<file path="config.mk">
export PLATFORM = sky130hd
export DESIGN_NAME = step_seg_display
export DESIGN_NICKNAME = d
export VERILOG_FILES = /design/src/rtl/step_seg_display.sv
export SDC_FILE = /design/constraint.sdc
export NUM_CORES = 1
export LEC_CHECK = 0
export ABC_AREA = 1
export CELL_PAD_IN_SITES_DETAIL_PLACEMENT = 1
export CELL_PAD_IN_SITES_GLOBAL_PLACEMENT = 1
export CORE_ASPECT_RATIO = 1.4
export CORE_MARGIN = 1.5
export CORE_UTILIZATION = 29
export CTS_CLUSTER_DIAMETER = 60
export DETAILED_ROUTE_END_ITERATION = 8
export GPL_TIMING_DRIVEN = 0
export PLACE_DENSITY = 0.56
export SETUP_SLACK_MARGIN = 0.15
export SLEW_MARGIN = 20
export SYNTH_ARGS = -nofsm -noshare
export SYNTH_HDL_FRONTEND = slang
export SYNTH_SLANG_ARGS = --single-unit
export TNS_END_PERCENT = 100
</file>
<file path="constraint.sdc">
create_clock -name clk -period 3 [get_ports clk]
set_clock_uncertainty 0.15 [all_clocks]
set_input_delay 0.6 -clock clk [delete_from_list [all_inputs] [get_ports clk]]
set_output_delay 0.6 -clock clk [all_outputs]
set_load 0.01 [all_outputs]
</file>
<file path="src/rtl/step_seg_display.sv">
// rtl/step_seg_display.sv - 4-digit multiplexed seven-segment display of step count and game state (optional macro: LEADING_ZERO_BLANK_EN)
module step_seg_display #(
  parameter int SCAN_DIV  = 100000,
  parameter int BLINK_DIV = 50000000
) (
  input  logic       clk,
  input  logic       rst,
  input  logic [5:0] step_number,
  input  logic [1:0] game_status,
  output logic [7:0] seg_out,
  output logic [3:0] an
);

  localparam int PW = (SCAN_DIV > 1) ? $clog2(SCAN_DIV) : 1;
  localparam int BW = (BLINK_DIV > 1) ? $clog2(BLINK_DIV) : 1;
  localparam logic [PW-1:0] SCAN_LAST  = PW'(SCAN_DIV - 1);
  localparam logic [BW-1:0] BLINK_LAST = BW'(BLINK_DIV - 1);
  localparam logic [PW-1:0] SCAN_ONE   = PW'(1);
  localparam logic [BW-1:0] BLINK_ONE  = BW'(1);

  typedef enum logic {ON = 1'b0, OFF = 1'b1} blink_t;

  logic [5:0]    step_q;
  logic [1:0]    status_q;
  logic [5:0]    tens;
  logic [5:0]    units;
  logic [5:0]    tens_n;
  logic [5:0]    units_n;
  logic [PW-1:0] presc;
  logic [1:0]    idx;
  logic [BW-1:0] blink_cnt;
  logic [BW-1:0] blink_cnt_n;
  blink_t        blink_state;
  blink_t        blink_state_n;
  logic          blink_off;
  logic [3:0]    an_n;
  logic [7:0]    seg_n;

  function automatic logic [7:0] digit_pattern(input logic [5:0] d);
    case (d)
      6'd0:    digit_pattern = 8'h3F;
      6'd1:    digit_pattern = 8'h06;
      6'd2:    digit_pattern = 8'h5B;
      6'd3:    digit_pattern = 8'h4F;
      6'd4:    digit_pattern = 8'h66;
      6'd5:    digit_pattern = 8'h6D;
      6'd6:    digit_pattern = 8'h7D;
      6'd7:    digit_pattern = 8'h07;
      6'd8:    digit_pattern = 8'h7F;
      6'd9:    digit_pattern = 8'h6F;
      default: digit_pattern = 8'h00;
    endcase
  endfunction

  function automatic logic [7:0] status_letter(input logic [1:0] s);
    case (s)
      2'b00:   status_letter = 8'h39;
      2'b01:   status_letter = 8'h73;
      2'b10:   status_letter = 8'h30;
      default: status_letter = 8'h76;
    endcase
  endfunction

  // Sample the game FSM outputs once per cycle
  always_ff @(posedge clk or posedge rst) begin
    if (rst) begin
      step_q   <= 6'd0;
      status_q <= 2'b00;
    end else begin
      step_q   <= step_number;
      status_q <= game_status;
    end
  end

  // Decimal split of the sampled step; both digits come from the same sample
  always_comb begin
    tens_n  = step_q / 6'd10;
    units_n = step_q % 6'd10;
  end

  // Register tens and units together so they never mix samples
  always_ff @(posedge clk or posedge rst) begin
    if (rst) begin
      tens  <= 6'd0;
      units <= 6'd0;
    end else begin
      tens  <= tens_n;
      units <= units_n;
    end
  end

  // Scan prescaler and digit index; index advances on the prescaler terminal count
  always_ff @(posedge clk or posedge rst) begin
    if (rst) begin
      presc <= '0;
      idx   <= 2'd0;
    end else if (presc == SCAN_LAST) begin
      presc <= '0;
      idx   <= idx + 2'd1;
    end else begin
      presc <= presc + SCAN_ONE;
    end
  end

  // Blink FSM state register
  always_ff @(posedge clk or posedge rst) begin
    if (rst) begin
      blink_state <= ON;
      blink_cnt   <= '0;
    end else begin
      blink_state <= blink_state_n;
      blink_cnt   <= blink_cnt_n;
    end
  end

  // Blink FSM next state: held ON outside WINNED, toggles every BLINK_DIV cycles inside
  always_comb begin
    blink_state_n = blink_state;
    blink_cnt_n   = blink_cnt;
    if (status_q != 2'b11) begin
      blink_state_n = ON;
      blink_cnt_n   = '0;
    end else if (blink_cnt == BLINK_LAST) begin
      blink_cnt_n   = '0;
      blink_state_n = (blink_state == ON) ? OFF : ON;
    end else begin
      blink_cnt_n   = blink_cnt + BLINK_ONE;
    end
  end

  // Gating also looks at the live status so leaving WINNED lights the display without waiting for the FSM
  assign blink_off = (blink_state == OFF) && (status_q == 2'b11);

  // Select the enable and pattern for the current digit
  always_comb begin
    an_n  = 4'b0000;
    seg_n = 8'h00;
    if (!blink_off) begin
      case (idx)
        2'd0: begin
          an_n  = 4'b0001;
          seg_n = digit_pattern(units);
        end
        2'd1: begin
          an_n  = 4'b0010;
`ifdef LEADING_ZERO_BLANK_EN
          seg_n = (tens == 6'd0) ? 8'h00 : digit_pattern(tens);
`else
          seg_n = digit_pattern(tens);
`endif
        end
        2'd2: begin
          an_n  = 4'b0100;
          seg_n = 8'h00;
        end
        default: begin
          an_n  = 4'b1000;
          seg_n = status_letter(status_q);
        end
      endcase
    end
  end

  // Registered display outputs
  always_ff @(posedge clk or posedge rst) begin
    if (rst) begin
      an      <= 4'b0000;
      seg_out <= 8'h00;
    end else begin
      an      <= an_n;
      seg_out <= seg_n;
    end
  end

endmodule

</file>
==> metrics list <==
- Status: completed
* Placeable Area: about 13000 um2
- Entering global routing, the biggest net connects 45 pins.
- Max transition margin: between 50% and 60%
- Required time of the worst setup path: between 2 and 2.5 ns
- The congestion estimate from routability-driven global placement came to 0.777.
- The clock drives between 70 and 80 sinks.
- STA classifies the critical path endpoint as an output port.
- Yosys mapped the design onto 38 distinct sky130hd cell types.
* Static leakage: approximately 2.2 nW
* CTS tree: done
- Summed over all layers, the routed wires come to 10.4 mm.
* Max incr delay on CP: between 0.5 and 0.6 ns
- Dividing the detail-routed wire length by the instance count gives between 10 and 15 um.
* Share of cells above drive strength 1: between 10% and 20%
- The critical path goes through clkdlybuf4s50_1.
* Clk_lat worst skew: 0.34 ns
- Counting flops and latches in the post-synthesis netlist gives between 70 and 80.
- The H-tree generated during clock tree synthesis spans 3 levels.
- The first routing iteration left slightly below 90 violations.
* Cts repair resizes: 0
- The total overflow left after global routing is 0.
- Wire length of the first global-routing pass: between 15 and 20 mm
- Portion of the clock cycle consumed by the worst path in the final layout: between 60% and 70%
- The floorplan step set the die height to 142 um.
- F_max: between 500 and 600 MHz
- Clock tree synthesis selected as its root buffer the cell sky130_fd_sc_hd__clkbuf_16.
- STA classifies the critical path startpoint as a flop.
* Number of enable-type register cells in the synthesized netlist: 0
- Via count: about 3300
* Yosys warnings: 0
- The path class of the tightest hold or removal check is reg -> reg.
- Power density over cell area: 489 nW/um2
* Setup WS post-layout: approximately 1.0 ns
- Port buffering added 20 buffers.
* Per-cell via count in the routed design: about 4.6
- Total I/O pin count: 22
- Setup violations remaining at the end of the flow were counted as 0.
- The number of antenna violations at the first check in global routing was 0.
- Sequential area share after synthesis: a little under half
- Inserted Clock Buffers: 9
* First-pass iteration count of the detailed router: 4
* Routed Antenna Nets: 0
- Among cell families on the critical path, the largest total delay comes from buffers and inverters.
- Final-layout worst hold slack: approximately 0.21 ns
* CP Class: reg -> out
- The routed design could run at a clock period as short as about 2 ns.
* Die outline area: roughly 15000 um2
- Synth Area per Inst: approximately 8.1 um2
- Synthesis produced 498 cells.
- After clock tree synthesis, the clock-pin slew on the worst setup and hold paths is approximately 0.060 ns.
* Worst setup slack before clock tree synthesis: about 1.0 ns
- The number of hold buffers added after CTS was 0.
- Worst slew pin tran: approximately 0.64 ns
- Net count, final: ~560
- Starting density of the core: roughly 30%
- Maximum resistive drop on vdd: approximately 240 uV
- Compared with the post-synthesis result, the final layout area differs by 19.1%.
* Most used flip-flop cell after synthesis: sky130_fd_sc_hd__dfrtp_1
- Among all stages on the critical path, the largest delay is contributed by sky130_fd_sc_hd__clkdlybuf4s50_1.
- Remaining DRCs: 0
- Width of the die: about 100 um
- Counting flops with an async set or reset pin after synthesis yields a share of 100%.
- Setup slack on the worst reg-to-reg path comes out at between 1 and 1.5 ns.
- Area of the mapped netlist: between 4000 and 5000 um2
* Final hold violation count: 0
- Maximum fanout count along the critical path: 1
* Ant diodes: 0
* Buf/Inv on CP: 1
* Core Rows: 50
- Arrival time at the worst endpoint: 1.21 ns
- Max-slew violation count: 0
- Overall routing resource usage: approximately 16%
- The via count of the first global-routing pass was approximately 3600.
- No sink is reached through more buffers than the 2 on the longest clock path.
- Buffer count from post-CTS setup fixing: 0
* Detailed Place HPWL: between 8 and 9 mm
- Setup repair after global routing left no endpoint under its margin.
* Max-capacitance violation count: 0
[flip-flops by register name, indices dropped and copies added, names as in the netlist]
register,flops
presc,17
step_q,6
tens,3
blink_state,1
seg_out,7
an,4
units,6
status_q,2
blink_cnt,26
idx,2
[worst reg2reg max path: stages (launching register included)]
cell and delay (ns):
sky130_fd_sc_hd__dfrtp_1 0.41, sky130_fd_sc_hd__nand2_1 0.09, sky130_fd_sc_hd__clkbuf_1 0.50, sky130_fd_sc_hd__inv_1 0.26, sky130_fd_sc_hd__nand2_4 0.18, sky130_fd_sc_hd__buf_6 0.17, sky130_fd_sc_hd__nor2_1 0.07
[through the flow]
| stage | util [%] | instance area [um2] | power, mW | std cells | setup TNS (ns) |
|---|---|---|---|---|---|
| 6_report | 35.5 | 4780 | 2.34 | 719 | 0 |
| 5_1_grt | 35.5 | 4780 | 2.45 | 719 | 0 |
| 4_1_cts | 35.5 | 4780 | 2.38 | 719 | 0 |
| 3_5_place_dp | 33.3 | 4480 | 1.26 | 703 | 0 |
| 3_3_place_gp | 33.1 | 4450 | 1.24 | 702 | -80.36 |
| 2_1_floorplan | - | 4020 | 1.18 | 500 | 0 |
[placed cells by master (no fill, tap or decap), types with 9 or more instances in the layout]
cell / netlist / routed
sky130_fd_sc_hd__nand2_1: 103 / 103
sky130_fd_sc_hd__xor2_1: 15 / 15
sky130_fd_sc_hd__inv_1: 68 / 67
sky130_fd_sc_hd__nand3_1: 32 / 32
sky130_fd_sc_hd__nand2_2: 11 / 11
sky130_fd_sc_hd__inv_2: 10 / 10
sky130_fd_sc_hd__nor2_1: 64 / 64
sky130_fd_sc_hd__clkdlybuf4s50_1: 0 / 20
sky130_fd_sc_hd__nand4_1: 12 / 12
sky130_fd_sc_hd__clkbuf_16: 0 / 9
sky130_fd_sc_hd__nor3_1: 17 / 17
sky130_fd_sc_hd__a21oi_1: 15 / 15
sky130_fd_sc_hd__dfrtp_1: 74 / 74
sky130_fd_sc_hd__o21ai_0: 16 / 16
sky130_fd_sc_hd__ha_1: 16 / 16
[power by group]
group	total (mW)	switching (mW)	internal [mW]
Combinational	0.180	0.108	0.0721
Clock	1.11	0.456	0.650
Sequential	1.05	0.0242	1.03
[synthesized netlist by cell type, drive strengths merged (2+ instances only)]
library cell	number	area [um2]
nor2	71	294
inv	78	293
xnor2	2	17.5
nor4	3	18.8
a31oi	5	31.3
nand2	115	467
nor3	23	158
buf	2	18.8
ha	16	200
a21oi	16	83.8
o21ai	17	85.1
o211ai	3	22.5
nand3	33	170
nand4	12	75.1
nor3b	3	32.5
dfrtp	74	1850
xor2	15	131
clkbuf	2	7.51
[routing by layer]
layer	part of all wire [%]	GRT usage [%]
met3	1.8	2.41
met2	57	30.1
met4	1.9	6.71
met5	0	0
met1	39	16.0
[cells by family (layout without fill, tap and decap cells)]
logic type / Yosys count / count (layout) / synth area share (%)
and+or+nand+nor: 263 / 263 / 30.8
xor gates and xnor gates: 17 / 17 / 3.71
DFF: 74 / 74 / 46.2
adders and majority gates: 16 / 16 / 4.99
other: 1 / 3 / 0.0935
buffers and inverters: 83 / 120 / 8.05
AOI/OAI and AO/OA: 44 / 44 / 6.21
[worst paths after layout]
check / startpoint / endpoint / cells past startpoint
min in group asynchronous: rst / presc[16] / 2
worst max-delay path: an[2] / an[2] / 1
max in group asynchronous: rst / seg_out[5] / 3
worst min register to register: step_q[0] / units[0] / 0
worst max register to register: status_q[0] / blink_cnt[21] / 6
worst min-delay path: step_q[0] / units[0] / 0
[layout make-up]
class | instances | area (um2)
tap | 182 | 228
sequential | 74 | 1850
clock inverter | 7 | 76.3
buffer | 4 | 26.3
inverter | 79 | 299
clock buffer | 9 | 225
fill | 1635 | 8670
timing repair buffer | 21 | 228
multi-input combinational | 343 | 1840
No activity file was read; power rests on OpenSTA's default activity.
